==> src/rtl/dmem_arbiter.sv <==
// rtl/dmem_arbiter.sv - data-memory port arbiter between the core (C) and the host loader (H)
module dmem_arbiter #(
   parameter int p_ADDR_LEN = 16,
   parameter int p_WORD_LEN = 16,
   parameter int p_MAX_HOLD = 4
) (
   input  logic                  clk,
   input  logic                  rst,
   input  logic                  c_req,
   input  logic                  c_we,
   input  logic [p_ADDR_LEN-1:0] c_addr,
   input  logic [p_WORD_LEN-1:0] c_wdata,
   output logic                  c_gnt,
   output logic                  c_stall,
   output logic                  c_rvalid,
   output logic [p_WORD_LEN-1:0] c_rdata,
   input  logic                  h_req,
   input  logic                  h_we,
   input  logic [p_ADDR_LEN-1:0] h_addr,
   input  logic [p_WORD_LEN-1:0] h_wdata,
   input  logic                  h_lock,
   output logic                  h_gnt,
   output logic                  h_rvalid,
   output logic [p_WORD_LEN-1:0] h_rdata,
   output logic [p_ADDR_LEN-1:0] m_addr,
   output logic [p_WORD_LEN-1:0] m_wdata,
   output logic                  m_wen,
   input  logic [p_WORD_LEN-1:0] m_rdata
);

   localparam int HOLD_W = $clog2(p_MAX_HOLD + 1);
   localparam logic [HOLD_W-1:0] HOLD_MAX = HOLD_W'(p_MAX_HOLD);

   logic                  last_win;
   logic [HOLD_W-1:0]     hold_cnt;
   logic                  c_rvalid_q, h_rvalid_q;
   logic [p_WORD_LEN-1:0] c_rdata_q, h_rdata_q;
   logic                  lock_pri;

   always_comb begin
      lock_pri = h_lock && (hold_cnt < HOLD_MAX);
      c_gnt    = 1'b0;
      h_gnt    = 1'b0;
      if (!rst) begin
         if (c_req && h_req) begin
            // last_win = 0 means the core won last, so the host gets its turn
            if (lock_pri || !last_win) h_gnt = 1'b1;
            else                       c_gnt = 1'b1;
         end else begin
            c_gnt = c_req;
            h_gnt = h_req;
         end
      end

      m_addr  = '0;
      m_wdata = '0;
      m_wen   = 1'b0;
      if (c_gnt) begin
         m_addr  = c_addr;
         m_wdata = c_wdata;
         m_wen   = c_we;
      end else if (h_gnt) begin
         m_addr  = h_addr;
         m_wdata = h_wdata;
         m_wen   = h_we;
      end
   end

   assign c_stall = c_req & ~c_gnt;

   always_ff @(posedge clk) begin
      if (rst) begin
         last_win   <= 1'b1;
         hold_cnt   <= '0;
         c_rvalid_q <= 1'b0;
         h_rvalid_q <= 1'b0;
         c_rdata_q  <= '0;
         h_rdata_q  <= '0;
      end else begin
         c_rvalid_q <= c_gnt & ~c_we;
         h_rvalid_q <= h_gnt & ~h_we;
         if (c_gnt && !c_we) c_rdata_q <= m_rdata;
         if (h_gnt && !h_we) h_rdata_q <= m_rdata;

         if (c_gnt)      last_win <= 1'b0;
         else if (h_gnt) last_win <= 1'b1;

         if (h_gnt && c_req) begin
            if (hold_cnt != HOLD_MAX) hold_cnt <= hold_cnt + HOLD_W'(1);
         end else if (c_gnt || !c_req) begin
            hold_cnt <= '0;
         end
      end
   end

   // Masking by rst drops a response still pending when reset arrives
   assign c_rvalid = c_rvalid_q & ~rst;
   assign h_rvalid = h_rvalid_q & ~rst;
   assign c_rdata  = rst ? '0 : c_rdata_q;
   assign h_rdata  = rst ? '0 : h_rdata_q;

endmodule

==> config.mk <==
export PLATFORM = sky130hd
export DESIGN_NAME = dmem_arbiter
export DESIGN_NICKNAME = d
export VERILOG_FILES = /design/src/rtl/dmem_arbiter.sv
export SDC_FILE = /design/constraint.sdc
export NUM_CORES = 1
export LEC_CHECK = 0
export CORE_AREA = 2 2 82 76
export DETAILED_ROUTE_END_ITERATION = 16
export DIE_AREA = 0 0 84 78
export PLACE_DENSITY = 0.83
export SLEW_MARGIN = 20
export SYNTH_ARGS = -nofsm -noshare
export SYNTH_HDL_FRONTEND = slang
export SYNTH_SLANG_ARGS = --single-unit
==> constraint.sdc <==
create_clock -name clk -period 2.3 [get_ports clk]
set_input_delay 0.345 -clock clk [delete_from_list [all_inputs] [get_ports clk]]
set_output_delay 0.345 -clock clk [all_outputs]
set_load 0.02 [all_outputs]
==> impl_results.md, run 1 <==
* Int Power at 1.22 mW
* Starting Density at 0.343
* Sw Pwr at 0.437 mW
* Final Cell Area at 3660 sq um
* Count leader, synth: dfxtp_1
* P_leak at 1.95 nW
* Worst EP arrival at 1.90 ns
* YS warnings at 0
* Post-Place Cells at 406
* Metal-1 WL at 2580 microns
* Total Wirelength at 6530 microns
* Hold-fix buffers at CTS at 0
* Worst-Skew Late Latency at 0.29 ns
* Area growth from synthesis to layout at 89.4%
* Die Footprint at 6550 sq um
* Crit. End Element: output port
* Core Box Area at 5630 sq um
* Clk pwr share at 0.278
* Synthesized flop and latch total at 38
* Worst hold path startpoint: hold_cnt[1]$_SDFFE_PP0P_
* VDD IR-drop max at 0.496 mV
* GPL Wtd Cong at 0.836
* Post-synth EDFFs at 0
* Relative slew slack at 0.835
* CP startpoint kind: primary input
* Area contributors post-synth: dfxtp_1, a22o_1, nor2b_1
* First-pass GRT wire length at 10,200 microns
* Status: finished, final reports clean
* Highest Clock Rate at 446 MHz
* N_diodes at 0
* Overall power at 1.65 mW
* Reg2reg start: hold_cnt[2]$_SDFFE_PP0P_
* Port-buffer cells at 156
* Final Critical Period at 2.24 ns
* Area leader, netlist: dfxtp_1
* RSZ-0062 raised after global routing: no
* Initial DRC Count at 32
* Main synth FF type: dfxtp_1
* Final Non-Filler Cells at 414
* Switching Fraction at 0.264
* WHS at 0.564 ns
* Final setup fails at 0
* Via-to-Cell Ratio at 4.80
* Post-synth top area share at 0.394
* Ports at 157
* Worst min-delay path category: flop to flop
* Die Ht at 78 microns
* Reg2Reg Depth at 5
* Final Max Slew Viols at 0
* Post-Syn Nets at 269
* Sink Count at 38
* Power Density at 452 nW/um^2
* Max cap viols at 0
* Mapped cell area at 1930 sq um
* Sequential area share after synthesis at 0.394
* DR DRC count at 0
* Cell area after placement at 3660 sq um
* Global Route Usage Sum at 0.196
* Period utilisation layout at 0.974
* Worst-path clk slew at 0.06 ns
* Top sig layer: met4
* Share of layout cells above drive strength 1 at 0.227
* Total number of vias at 1,989
* Reg power frac at 0.422
* H-tree depth at 2
* CTS max path bufs at 2
* Clk root buf: clkbuf_8
* Yosys cell types at 27
* CTS Buf Count at 5
* Antenna viol nets, final at 0
* WL/cell at 15.8 microns
* Rows at 26
* WP data required at 1.96 ns
* R2r endpoint: h_rdata_q[8]$_SDFFE_PP0P_
* Final Hold Vio Count at 0
* Clock Skew at 0.00700 ns
* Syn Inst Count at 180
* Met2 wire len at 3320 microns
* Maximum number of pins on one net before global-route repair at 35
* Drt first pass iters at 4
* Final Net Count at 432
* Met3 routed WL at 516 microns
* Synth async-reset ratio at 0
* Total gr overflow at 0
* Initial antenna violation count at 0
* Number of global-route vias before repair at 2,050
* Synth Area per Inst at 10.7 sq um
* CTS tree: done
* Maximum net fanout on the critical path at 34
* WHS Path Cells at 2
* R2R Setup Slk at 0.63 ns
* Setup CP Type: primary input to output port
* Die width at 84 microns
* Gate power share at 0.300
* WHS Endpoint: hold_cnt[1]$_SDFFE_PP0P_
* Worst Tran Pin Value at 0.246 ns
* DPL Wire Length at 5100 microns
* List of most frequent post-synthesis cells: dfxtp_1, nor2b_1, a22o_1
* Total setup buffers inserted after CTS at 0
* Core Util, Final at 0.651
[worst max-delay path, cell delays in order]
cell and delay, ns:
clkdlybuf4s50_1 0.48, nand2b_4 0.18, a31oi_2 0.19, buf_12 0.21, a22o_1 0.13, dlygate4sd2_1 0.33
[power groups by stage]
| stage | Sequential (mW) | Clock, mW | Combinational, mW |
|---|---|---|---|
| after floorplan | 0.710 | 0 | 0.224 |
| after global placement | 0.712 | 0 | 0.535 |
| after detailed placement | 0.712 | 0 | 0.540 |
| after CTS | 0.698 | 0.476 | 0.510 |
| after global routing | 0.701 | 0.514 | 0.526 |
| final | 0.698 | 0.460 | 0.497 |
[layer usage]
| metal | vias to the layer above | GRT usage |
|---|---|---|
| li1 | 971 | - |
| met1 | 909 | 0.217 |
| met2 | 96 | 0.355 |
| met3 | 13 | 0.0585 |
| met4 | 0 | 0.0677 |
| met5 | - | 0 |
[cell families (layout without fill, tap and decap cells)]
kind of cell               count (synthesis)  after routing  synth area share
and+or+nand+nor                           51             51             0.168
DFF                                       38             38             0.394
buffers and inverters                     19            183            0.0511
AOI/OAI and AO/OA                         36             36             0.161
adders and majority gates                  2              2            0.0129
muxes                                     33             33             0.209
xor gates and xnor gates                   1              1           0.00453
[per-stage QoR]
| step | worst slack [ns] | setup TNS (ns) |
|---|---|---|
| final | 0.0587 | 0 |
| after detailed placement | -0.296 | -9.31 |
| after CTS | 0.00111 | 0 |
| after floorplan | 0.308 | 0 |
| after global routing | 0.00172 | 0 |
| after global placement | -0.276 | -8.38 |
[flip-flops by register name, summed over array words and instances (netlist names)]
| name | count |
|---|---|
| h_rvalid_q | 1 |
| hold_cnt | 3 |
| c_rvalid_q | 1 |
| h_rdata_q | 16 |
| last_win | 1 |
| c_rdata_q | 16 |
[cell usage in the layout (no fill, tap or decap), drive strengths merged, types with 3 or more instances in the layout]
cell,instances
dfxtp,38
clkbuf,34
dlymetal6s2s,19
nor3,4
clkdlybuf4s15,3
buf,14
a22o,33
nand2b,3
clkdlybuf4s50,96
nor2b,36
inv,5
mux2,32
dlygate4sd2,11
[final cells by class]
cell class	instances	area [sq um]
fill	455	1970
timing repair buffer	170	1620
multi-input combinational	123	1080
sequential	38	761
tap	70	87.6
clock buffer	7	86.3
inverter	5	18.8
clock inverter	1	5.00
[worst max path at each step]
stage | startpoint | to | slack, ns | depth (start not counted)
3_5_place_dp | h_req | m_addr[11] | -0.30 | 6
3_3_place_gp | h_req | m_wdata[10] | -0.28 | 6
5_1_grt | rst | m_wdata[8] | 0.002 | 6
2_1_floorplan | rst | m_wdata[10] | 0.31 | 6
6_report | rst | m_wdata[8] | 0.06 | 6
4_1_cts | rst | h_rdata[14] | 0.001 | 4
[repair_timing]
item                                    4_1_cts  5_1_grt
endpoints found under the hold margin         0        0
endpoints found under the setup margin       40       61
resized for setup                            47       72
Note: power is estimated with default switching activity, not from simulation.
==> run 2, diff against run 1 <==
--- a/config.mk
+++ b/config.mk
@@ -5,9 +5,9 @@
 export SDC_FILE = /design/constraint.sdc
 export NUM_CORES = 1
 export LEC_CHECK = 0
-export CORE_AREA = 2 2 82 76
+export CORE_AREA = 4 4 84 78
 export DETAILED_ROUTE_END_ITERATION = 16
-export DIE_AREA = 0 0 84 78
+export DIE_AREA = 0 0 88 82
 export PLACE_DENSITY = 0.83
 export SLEW_MARGIN = 20
 export SYNTH_ARGS = -nofsm -noshare
==> impl_results.md, run 2 (synthesis gave the netlist of run 1 again) <==
* Initial antenna violation count at 0
* N_diodes at 0
* R2R Setup Slk at 0.73 ns
* Total number of vias at 1,999
* Drt first pass iters at 4
* Most common cell after layout, fill and taps aside: clkdlybuf4s50_1
* Total setup buffers inserted after CTS at 0
* CTS Buf Count at 5
* Final Max Slew Viols at 0
* Total Wirelength at 6910 microns
* Maximum net fanout on the critical path at 24
* DR DRC count at 0
* Port-buffer cells at 156
* Setup CP Type: primary input to output port
* CTS max path bufs at 2
* Final Critical Period at 2.27 ns
* CP startpoint kind: primary input
* Power Density at 446 nW/um^2
* Maximum number of pins on one net before global-route repair at 26
* Global Route Usage Sum at 0.181
* Starting Density at 0.343
* Worst EP arrival at 1.92 ns
* H-tree depth at 2
* Setup ws final at 0.0349 ns
* GPL Wtd Cong at 0.836
* Period utilisation layout at 0.985
* VDD IR-drop max at 0.469 mV
* Number of global-route vias before repair at 2,054
* Clock Skew at 0.00598 ns
* Worst min-delay path category: flop to flop
* Die width at 88 microns
* Pre-CTS WS at -0.305 ns
* DPL Wire Length at 5490 microns
* Core Util, Final at 0.661
* Worst-Skew Late Latency at 0.28 ns
* Die Ht at 82 microns
* Sink Count at 38
* Clk root buf: clkbuf_8
* Initial DRC Count at 42
* WL/cell at 16.6 microns
* Status: finished, final reports clean
* Core Box Area at 5630 sq um
* P_leak at 1.86 nW
* Hold-fix buffers at CTS at 0
* Final Net Count at 434
* WP data required at 1.96 ns
* CTS tree: done
* Highest Clock Rate at 441 MHz
* Total gr overflow at 0
* Worst-path clk slew at 0.07 ns
* Final Hold Vio Count at 0
* Worst Tran Pin Value at 0.246 ns
* Relative slew slack at 0.836
* Most frequent cells in the layout: clkdlybuf4s50_1, dfxtp_1, nor2b_1
* Via-to-Cell Ratio at 4.81
* Die Footprint at 7220 sq um
* Area growth from synthesis to layout at 92.4%
* Antenna viol nets, final at 0
* Share of layout cells above drive strength 1 at 0.188
* Max cap viols at 0
* Rows at 26
* First-pass GRT wire length at 10,100 microns
* Crit. End Element: output port
* Ports at 157
* Regs by FF count: c_rdata_q (16), h_rdata_q (16), hold_cnt (3)
* Final setup fails at 0
## run 2: critical path: stages
cell	delay, ns
clkdlybuf4s50_1	0.48
buf_4	0.25
nor2b_1	0.20
clkdlybuf4s50_1	0.64
## run 2: through the flow
stage	hold slack (ns)	TNS, ns	std cells	cell area (sq um)	total power, mW
floorplan	0.465	0	180	1930	0.934
detailed placement	0.549	-9.49	407	3650	1.25
global route	0.593	-0.0140	416	3720	1.75
global placement	0.530	-8.79	407	3650	1.25
finish	0.557	0	416	3720	1.66
CTS	0.559	0	415	3690	1.68
## run 2: report_power, final
part	leakage [nW]	switching [mW]	internal [mW]	total, mW
Combinational	1.50	0.213	0.295	0.508
Sequential	0.310	0.00653	0.690	0.696
Clock	0.0482	0.215	0.242	0.456
## run 2: timing repair
item,4_1_cts,5_1_grt
pin swaps,0,0
gates resized for setup,38,56
gates cloned,0,1
endpoints found under the setup margin,36,47
## run 2: worst paths after layout
path / cells past startpoint / from / end
worst max-delay path: 4 / rst / c_rdata[4]
worst min-delay path: 2 / hold_cnt[1]$_SDFFE_PP0P_ / hold_cnt[1]$_SDFFE_PP0P_
worst max register to register: 4 / hold_cnt[2]$_SDFFE_PP0P_ / h_rdata_q[9]$_SDFFE_PP0P_
worst min register to register: 2 / hold_cnt[1]$_SDFFE_PP0P_ / hold_cnt[1]$_SDFFE_PP0P_
## run 2: final cells by class
cell class	count	area (sq um)
tap	70	87.6
multi-input combinational	123	1090
fill	477	1910
sequential	38	761
clock buffer	7	86.3
timing repair buffer	172	1670
inverter	5	18.8
clock inverter	1	5.00
## run 2: per-layer routing
layer	track usage	up-vias	share of wire
li1	-	969	-
met1	0.191	919	0.37
met2	0.334	99	0.50
met3	0.0642	12	0.12
met4	0.0613	0	0.018
met5	0	-	0
==> run 3, diff against run 2 <==
--- a/config.mk
+++ b/config.mk
@@ -8,6 +8,7 @@
 export CORE_AREA = 4 4 84 78
 export DETAILED_ROUTE_END_ITERATION = 16
 export DIE_AREA = 0 0 88 82
+export GPL_ROUTABILITY_DRIVEN = 1
 export PLACE_DENSITY = 0.83
 export SLEW_MARGIN = 20
 export SYNTH_ARGS = -nofsm -noshare
==> results of run 3 <==
Same layout as run 2: the final DEF is identical, and so are final timing and power.
